--- src/rtl/tri_result_writer.sv ---
// Avalon-MM write master: stores one NDWORDS-word record per request as consecutive
// 16-bit halfword writes at baseaddr + index*NDWORDS*4, low halfword first.
module tri_result_writer #(
    parameter int NDWORDS = 3
) (
    input  logic                    clk,
    input  logic                    reset,
    input  logic [31:0]             baseaddr,
    input  logic [31:0]             index,
    input  logic [32*NDWORDS-1:0]   data,
    input  logic                    write,
    output logic                    iready,
    output logic                    odone,
    output logic                    avm_m0_write,
    output logic [31:0]             avm_m0_address,
    output logic [15:0]             avm_m0_writedata,
    output logic [1:0]              avm_m0_byteenable,
    input  logic                    avm_m0_waitrequest
);

    localparam int NHALF = 2 * NDWORDS;
    localparam int HCW   = $clog2(NHALF) + 1;
    localparam logic [HCW-1:0] LAST_HW = HCW'(NHALF - 1);

    typedef enum logic {
        IDLE,
        WRITE
    } state_t;

    state_t                  state;
    state_t                  state_next;
    logic [32*NDWORDS-1:0]   record_buf;
    logic [HCW-1:0]          hcnt;
    logic [HCW-1:0]          hnext;
    logic [31:0]             addr_reg;
    logic [15:0]             wdata_reg;
    logic [15:0]             next_half;
    logic                    odone_reg;
    logic                    accept;
    logic                    hw_done;
    logic                    last_hw;

    assign accept  = (state == IDLE) && write;
    assign hw_done = (state == WRITE) && !avm_m0_waitrequest;
    assign last_hw = (hcnt == LAST_HW);
    assign hnext   = hcnt + 1'b1;
    // Shifting (rather than part-selecting) keeps the past-the-end case at zero.
    assign next_half = 16'(record_buf >> (16 * hnext));

    always_ff @(posedge clk or posedge reset) begin
        if (reset) begin
            state <= IDLE;
        end else begin
            state <= state_next;
        end
    end

    always_comb begin
        state_next = state;
        case (state)
            IDLE:    if (write) state_next = WRITE;
            WRITE:   if (!avm_m0_waitrequest && last_hw) state_next = IDLE;
            default: state_next = IDLE;
        endcase
    end

    always_ff @(posedge clk or posedge reset) begin
        if (reset) begin
            record_buf <= '0;
            hcnt       <= '0;
            addr_reg   <= '0;
            wdata_reg  <= '0;
            odone_reg  <= 1'b0;
        end else begin
            odone_reg <= 1'b0;
            if (accept) begin
                record_buf <= data;
                addr_reg   <= baseaddr + index * 32'(NDWORDS * 4);
                wdata_reg  <= data[15:0];
                hcnt       <= '0;
            end else if (hw_done) begin
                if (last_hw) begin
                    odone_reg <= 1'b1;
                end else begin
                    hcnt      <= hnext;
                    addr_reg  <= addr_reg + 32'd2;
                    wdata_reg <= next_half;
                end
            end
        end
    end

    assign iready            = (state == IDLE);
    assign odone             = odone_reg;
    assign avm_m0_write      = (state == WRITE);
    assign avm_m0_address    = addr_reg;
    assign avm_m0_writedata  = wdata_reg;
    assign avm_m0_byteenable = 2'b11;

endmodule

--- config.mk ---
export PLATFORM = sky130hd
export DESIGN_NAME = tri_result_writer
export DESIGN_NICKNAME = d
export VERILOG_FILES = /design/src/rtl/tri_result_writer.sv
export SDC_FILE = /design/constraint.sdc
export NUM_CORES = 1
export LEC_CHECK = 0
export BUFFER_PORTS_ARGS = -buffer_cell sky130_fd_sc_hd__buf_2
export CORE_ASPECT_RATIO = 0.8
export CORE_MARGIN = 1.5
export CORE_UTILIZATION = 36
export CTS_CLUSTER_SIZE = 12
export DETAILED_ROUTE_END_ITERATION = 8
export GPL_ROUTABILITY_DRIVEN = 0
export PLACE_DENSITY = 0.61
export REMOVE_ABC_BUFFERS = 1
export SLEW_MARGIN = 20
export SYNTH_ARGS = -nofsm -noshare
export SYNTH_HDL_FRONTEND = slang
export SYNTH_SLANG_ARGS = --single-unit
--- constraint.sdc ---
create_clock -name clk -period 6 [get_ports clk]
set_clock_uncertainty 0.1 [all_clocks]
set_input_delay 1.2 -clock clk [delete_from_list [all_inputs] [get_ports clk]]
set_output_delay 1.2 -clock clk [all_outputs]
set_load 0.01 [all_outputs]
# After elaboration in Yosys (flattened, before gate mapping)

Cells that the tools add are included.

Add/subtract/negate cells: 3
$mul: 1
Equality and inequality tests: 2
Shift-type cells: 1
Muxes and demuxes: 15
Bitwise logic cells: 1
Reduce and logical (&&, ||, !) cells: 6

Operators with widths:

| operator                                                             | count |
|---|---|
| 32-bit 2-to-1 mux                                                    | 3 |
| 96-bit by 8-bit right shift with 16-bit output                       | 1 |
| 16-bit 2-to-1 mux                                                    | 3 |
| 32-bit by 2-bit adder with 32-bit output, second input constant      | 1 |
| 32-bit adder                                                         | 1 |
| 32-bit by 2-bit multiplier with 30-bit output, second input constant | 1 |
| 4-bit 2-to-1 mux                                                     | 3 |
| 1-bit 2-to-1 mux                                                     | 5 |
| 4-bit by 1-bit adder with 4-bit output, second input constant        | 1 |
| 4-bit by 3-bit == test with 1-bit output, second input constant      | 1 |
| 1-bit logical AND                                                    | 3 |
| 2-bit inequality test, second input constant                         | 1 |
| 1-bit one-hot mux with 2 select lines                                | 1 |
| 2-bit AND reduction                                                  | 1 |
| 2-bit nonzero test                                                   | 1 |
| 1-bit zero test                                                      | 1 |
| 1-bit inverter                                                       | 1 |

Register bits: 150
Input port bits: 164
Output and inout bits: 53
Logic and storage cells: 35

# Logic depth before layout (Yosys ltp)

Depth after elaboration: 5
Depth in mapped cells: 20
Gate-level depth less buffers: 20

# Worst setup path before layout

No wires, ideal clock.

Path kind: input-to-reg
From: input port index[0]
To: register addr_reg[31] (netlist: avm_m0_address[31])
Library setup time: 0.139 ns
Arrival time: 5.098 ns
Data required time: 5.761 ns
Slack: 0.663 ns
Stages on the path: 19
Buffers on the path: 0
Cells stage by stage: ha_1 -> fa_1 -> a21oi_1 -> o21ai_1 -> a31o_2 -> o41ai_4 -> and2b_1 -> o21ai_0 -> nand2b_1 -> xor2_1 -> ha_1 -> and3_1 -> nand4_1 -> or4_1 -> o2111ai_2 -> and3_1 -> a31oi_1 -> a211oi_1 -> a211oi_2

Longest elaborated chain between the ends: 3

RTL lines:

| item                                          | RTL line | source |
|---|---|---|
| from (decl)                                   | 9        | `input logic [31:0] index,` |
| 32-bit by 2-bit multiplier with 30-bit output | 78       | `addr_reg <= baseaddr + index * 32'(NDWORDS * 4);` |
| 32-bit adder                                  | 78       |  |
| 32-bit 2-to-1 mux                             | 76       | `if (accept) begin` |
| to (signal assigned)                          | 78       |  |
| to (signal assigned)                          | 86       | `addr_reg <= addr_reg + 32'd2;` |
| to (decl)                                     | 35       | `logic [31:0] addr_reg;` |

Every way passes these cells.
A chain may end at the register's enable or synchronous reset.

# Worst setup path after layout

From: input port index[1]
To: register addr_reg[30] (netlist: avm_m0_address[30])

Same word-level chain as after synthesis.

==> impl_metrics.ini <==
[status]
status = completed

[pwr]
powerDensity_mw_per_mm2 = 418.9
power_leakage_nw = 5.938
power_frac_clock = 0.218
p_sw_frac = 0.3806
seq_power_share = 0.359
combPwrFrac = 0.424
p_sw_w = 0.001891
power.internal_w = 0.003078
ir_drop_uv = 155.5

[hold_path]
hp-start = avm_m0_address[0]$_DFFE_PP0P_
hold_path_end = avm_m0_address[0]$_DFFE_PP0P_
min_path_cells = 2
hp-class = flop to flop

[layout]
regMostFlops = record_buf
largest_reg_flops = 96
drive_above_1_share = 0.2278
post-route-util = 0.4483
nets = 1560
syn_to_final_growth_pct = 21.66
finalInstanceArea_mm2 = 0.01186

[clock_network]
cts.repair.resized = 0
clock_sinks = 150
cts_buffers = 17
post_cts_buffers = 0
cts_tree = done
clk_pin_slew_worst_paths_ns = 0.07
clkLatencyLatePin_ns = 0.42
ctsHoldBuffers = 0
h-tree-depth = 4
cts_root_buf = clkbuf_16
cts_buffer_depth = 2

[synthesis]
synth_ff_type = dfrtp_1
async_reset_ff_frac = 1.000
synth.area.top_cells = dfrtp_1, nand2_1, ha_1
yosysSeqAreaShare = 0.3850
synth-xor-area-share = 0.06647
avgSynthCellArea_um2 = 8.660
synth_compound_area_frac = 0.1578
syn-instance-count = 1126
netlist_area_mm2 = 0.009751
yosysTopAreaCell = dfrtp_1
synth-edff-count = 0
muxShareOfSynthArea = 0.05338
yosysWarnings = 0
synthSimpleGateAreaFrac = 0.2230
yosysTopAreaCellShare = 0.3850
synthAdderAreaFrac = 0.08623
synth_cell_types = 65
ys_ff_latch = 150
synth_top_family_by_area = simple AND/OR/NAND/NOR gates

[sta]
min_period_ns = 5.488
worst_pin_slew_ns = 0.8692
fmax_mhz = 182.2
finalHoldViolations = 0
report.final.slew_viol_count = 0
fin_ws_ns = 0.5121
rsz0062_at_grt = no
setup_violations = 0
relSlewSlack = 0.4191
min_period_over_period = 0.9146

[job]
max_cap_violations = 0

[route]
dr.pass1.iters = 5
wl_met3_mm = 1.460
wl_met2_mm = 11.36
top_layer = met4
drt-initial-drc-count = 419
via_count = 8636
routed_wl_mm = 26.35
routedWlPerCell_um = 15.48
met1_length_mm = 13.18
drc = 0
ant_nets = 0
viasPerCell = 5.071

[global_route]
grt_pass1_vias = 8422
grt_usage = 0.1904
antenna_found_initial = 3
grt_pass1_wl_mm = 42.78
grt_max_degree = 68
grt-ovfl-total = 0

[worst_setup_path]
required_ns = 6.19
path_class = input port to flop
end_kind = flop
reg2reg_slack_ns = 2.93
crit_family = compound AO/OA/AOI/OAI gates
r2r-start = hcnt[1]$_DFFE_PP0P_
r2r-end = avm_m0_address[30]$_DFFE_PP0P_
worst-r2r-cell-count = 10
path_max_fanout = 4
cpPeakStageDelay_ns = 0.41
crit_slowest_cell = fa_1
worst-path-buf-inv = 1
arrival_ns = 5.68
start_kind = input port
crit_chain = buf_2, ha_1, fa_1, a21oi_1, o21ai_1, a31o_2, o41ai_4, and2b_1, o21ai_0, nand2b_1, xor2_1, ha_1, a21o_1, a21o_1, a21oi_1, nor3b_1, o211ai_2, a211oi_2, o21bai_2, nor4_1, a311oi_1

[die]
fp.dieH_um = 150.2
coreArea_mm2 = 0.02646
die_w_um = 187
initial_core_util = 0.3685
io_pins = 217
die-area_mm2 = 0.02809
fp-row-count = 53

[place]
io_buffers = 212
dp_hpwl_mm = 19.28
dpl-instance-area_mm2 = 0.01126
place_ws_ns = 0.1213
[placed cells by master, fill, tap and decap left out, types with 17 or more instances in the layout]
cell	instances
nand2_1	359
buf_2	212
dfrtp_1	149
ha_1	64
a21oi_1	58
nor2_1	47
xnor2_1	47
o21ai_0	40
xor2_1	26
a21o_1	25
buf_4	21
inv_1	19
a22oi_1	18
o211ai_1	18
nand3_1	17
clkbuf_16	17
[worst max-delay path by stage]
stage,startpoint,to,slack (ns),depth (start not counted)
6_report,index[1],avm_m0_address[30]$_DFFE_PP0P_,0.51,21
5_1_grt,index[1],avm_m0_address[30]$_DFFE_PP0P_,0.21,21
4_1_cts,index[1],avm_m0_address[30]$_DFFE_PP0P_,0.52,21
3_5_place_dp,index[1],avm_m0_address[30]$_DFFE_PP0P_,0.12,21
3_3_place_gp,index[1],avm_m0_address[31]$_DFFE_PP0P_,0.21,20
2_1_floorplan,write,avm_m0_address[7]$_DFFE_PP0P_,-1.12,4
[cell usage after synthesis, drive strengths merged, types with 2 or more instances]
library cell	n
o21a	9
o31ai	2
inv	20
a21oi	59
o21ai	44
a221oi	3
nor4	5
o211ai	19
mux4	16
nand2	360
a311oi	4
xnor2	48
and3	14
or4	3
a31oi	7
nand4	15
o311ai	2
nand3	17
o21bai	10
nor3b	2
mux2i	16
or3	3
fa	2
buf	15
clkbuf	34
a221o	2
ha	64
nor2	49
a21o	25
a31o	4
nand2b	7
xor2	26
and4	5
dfrtp	150
a211oi	9
a22oi	18
and2	3
nor2b	8
nor3	15
nand3b	2
[per-layer routing]
metal | GRT usage | vias up
li1 | - | 4338
met1 | 0.2722 | 4054
met2 | 0.2925 | 222
met3 | 0.03939 | 22
met4 | 0.05161 | 0
met5 | 0 | -
[logic make-up after synthesis]
group / after synthesis
compound gates: 225
xor+xnor: 74
fa+ha+maj: 66
buf+inv: 69
flops: 150
mux: 32
other cells: 1
simple gates: 509
[area by class of cell]
| class | count | area, um^2 |
|---|---|---|
| Antenna cell | 3 | 7.507 |
| Clock buffer | 19 | 452.9 |
| Clock inverter | 13 | 146.4 |
| Fill cell | 2599 | 14600 |
| Inverter | 20 | 80.08 |
| Multi-Input combinational cell | 908 | 5756 |
| Sequential cell | 150 | 3755 |
| Tap cell | 357 | 446.7 |
| Timing Repair Buffer | 233 | 1219 |
[worst reg2reg max path, stage by stage, from the launching register on]
cell      delay, ns
dfrtp_1        0.39
inv_1          0.06
ha_1           0.17
nand3b_1       0.12
nand3b_1       0.48
nor4_4         0.68
nand4_1        0.27
nor3_1         0.24
xnor2_1        0.15
a21oi_1        0.08
a311oi_1       0.24
[power by group through the flow]
stage	Sequential [W]	Clock (W)	Combinational, W
2_1_floorplan	0.00182	0	0.00142
3_3_place_gp	0.00178	0	0.00208
3_5_place_dp	0.00179	0	0.00212
4_1_cts	0.00178	0.00111	0.00213
5_1_grt	0.00185	0.00115	0.00236
6_report	0.00178	0.00108	0.00211
[metrics by stage]
stage	cells	hold slack, ns	total power, W	setup TNS (ns)
finish	1703	0.3708	0.004969	0
global route	1701	0.3873	0.005355	0
CTS	1700	0.3725	0.005023	0
detailed placement	1668	0.3579	0.003910	0
global placement	1668	0.3532	0.003860	0
floorplan	1078	0.3403	0.003233	-20.44
Note: power is estimated with default switching activity, not from simulation.
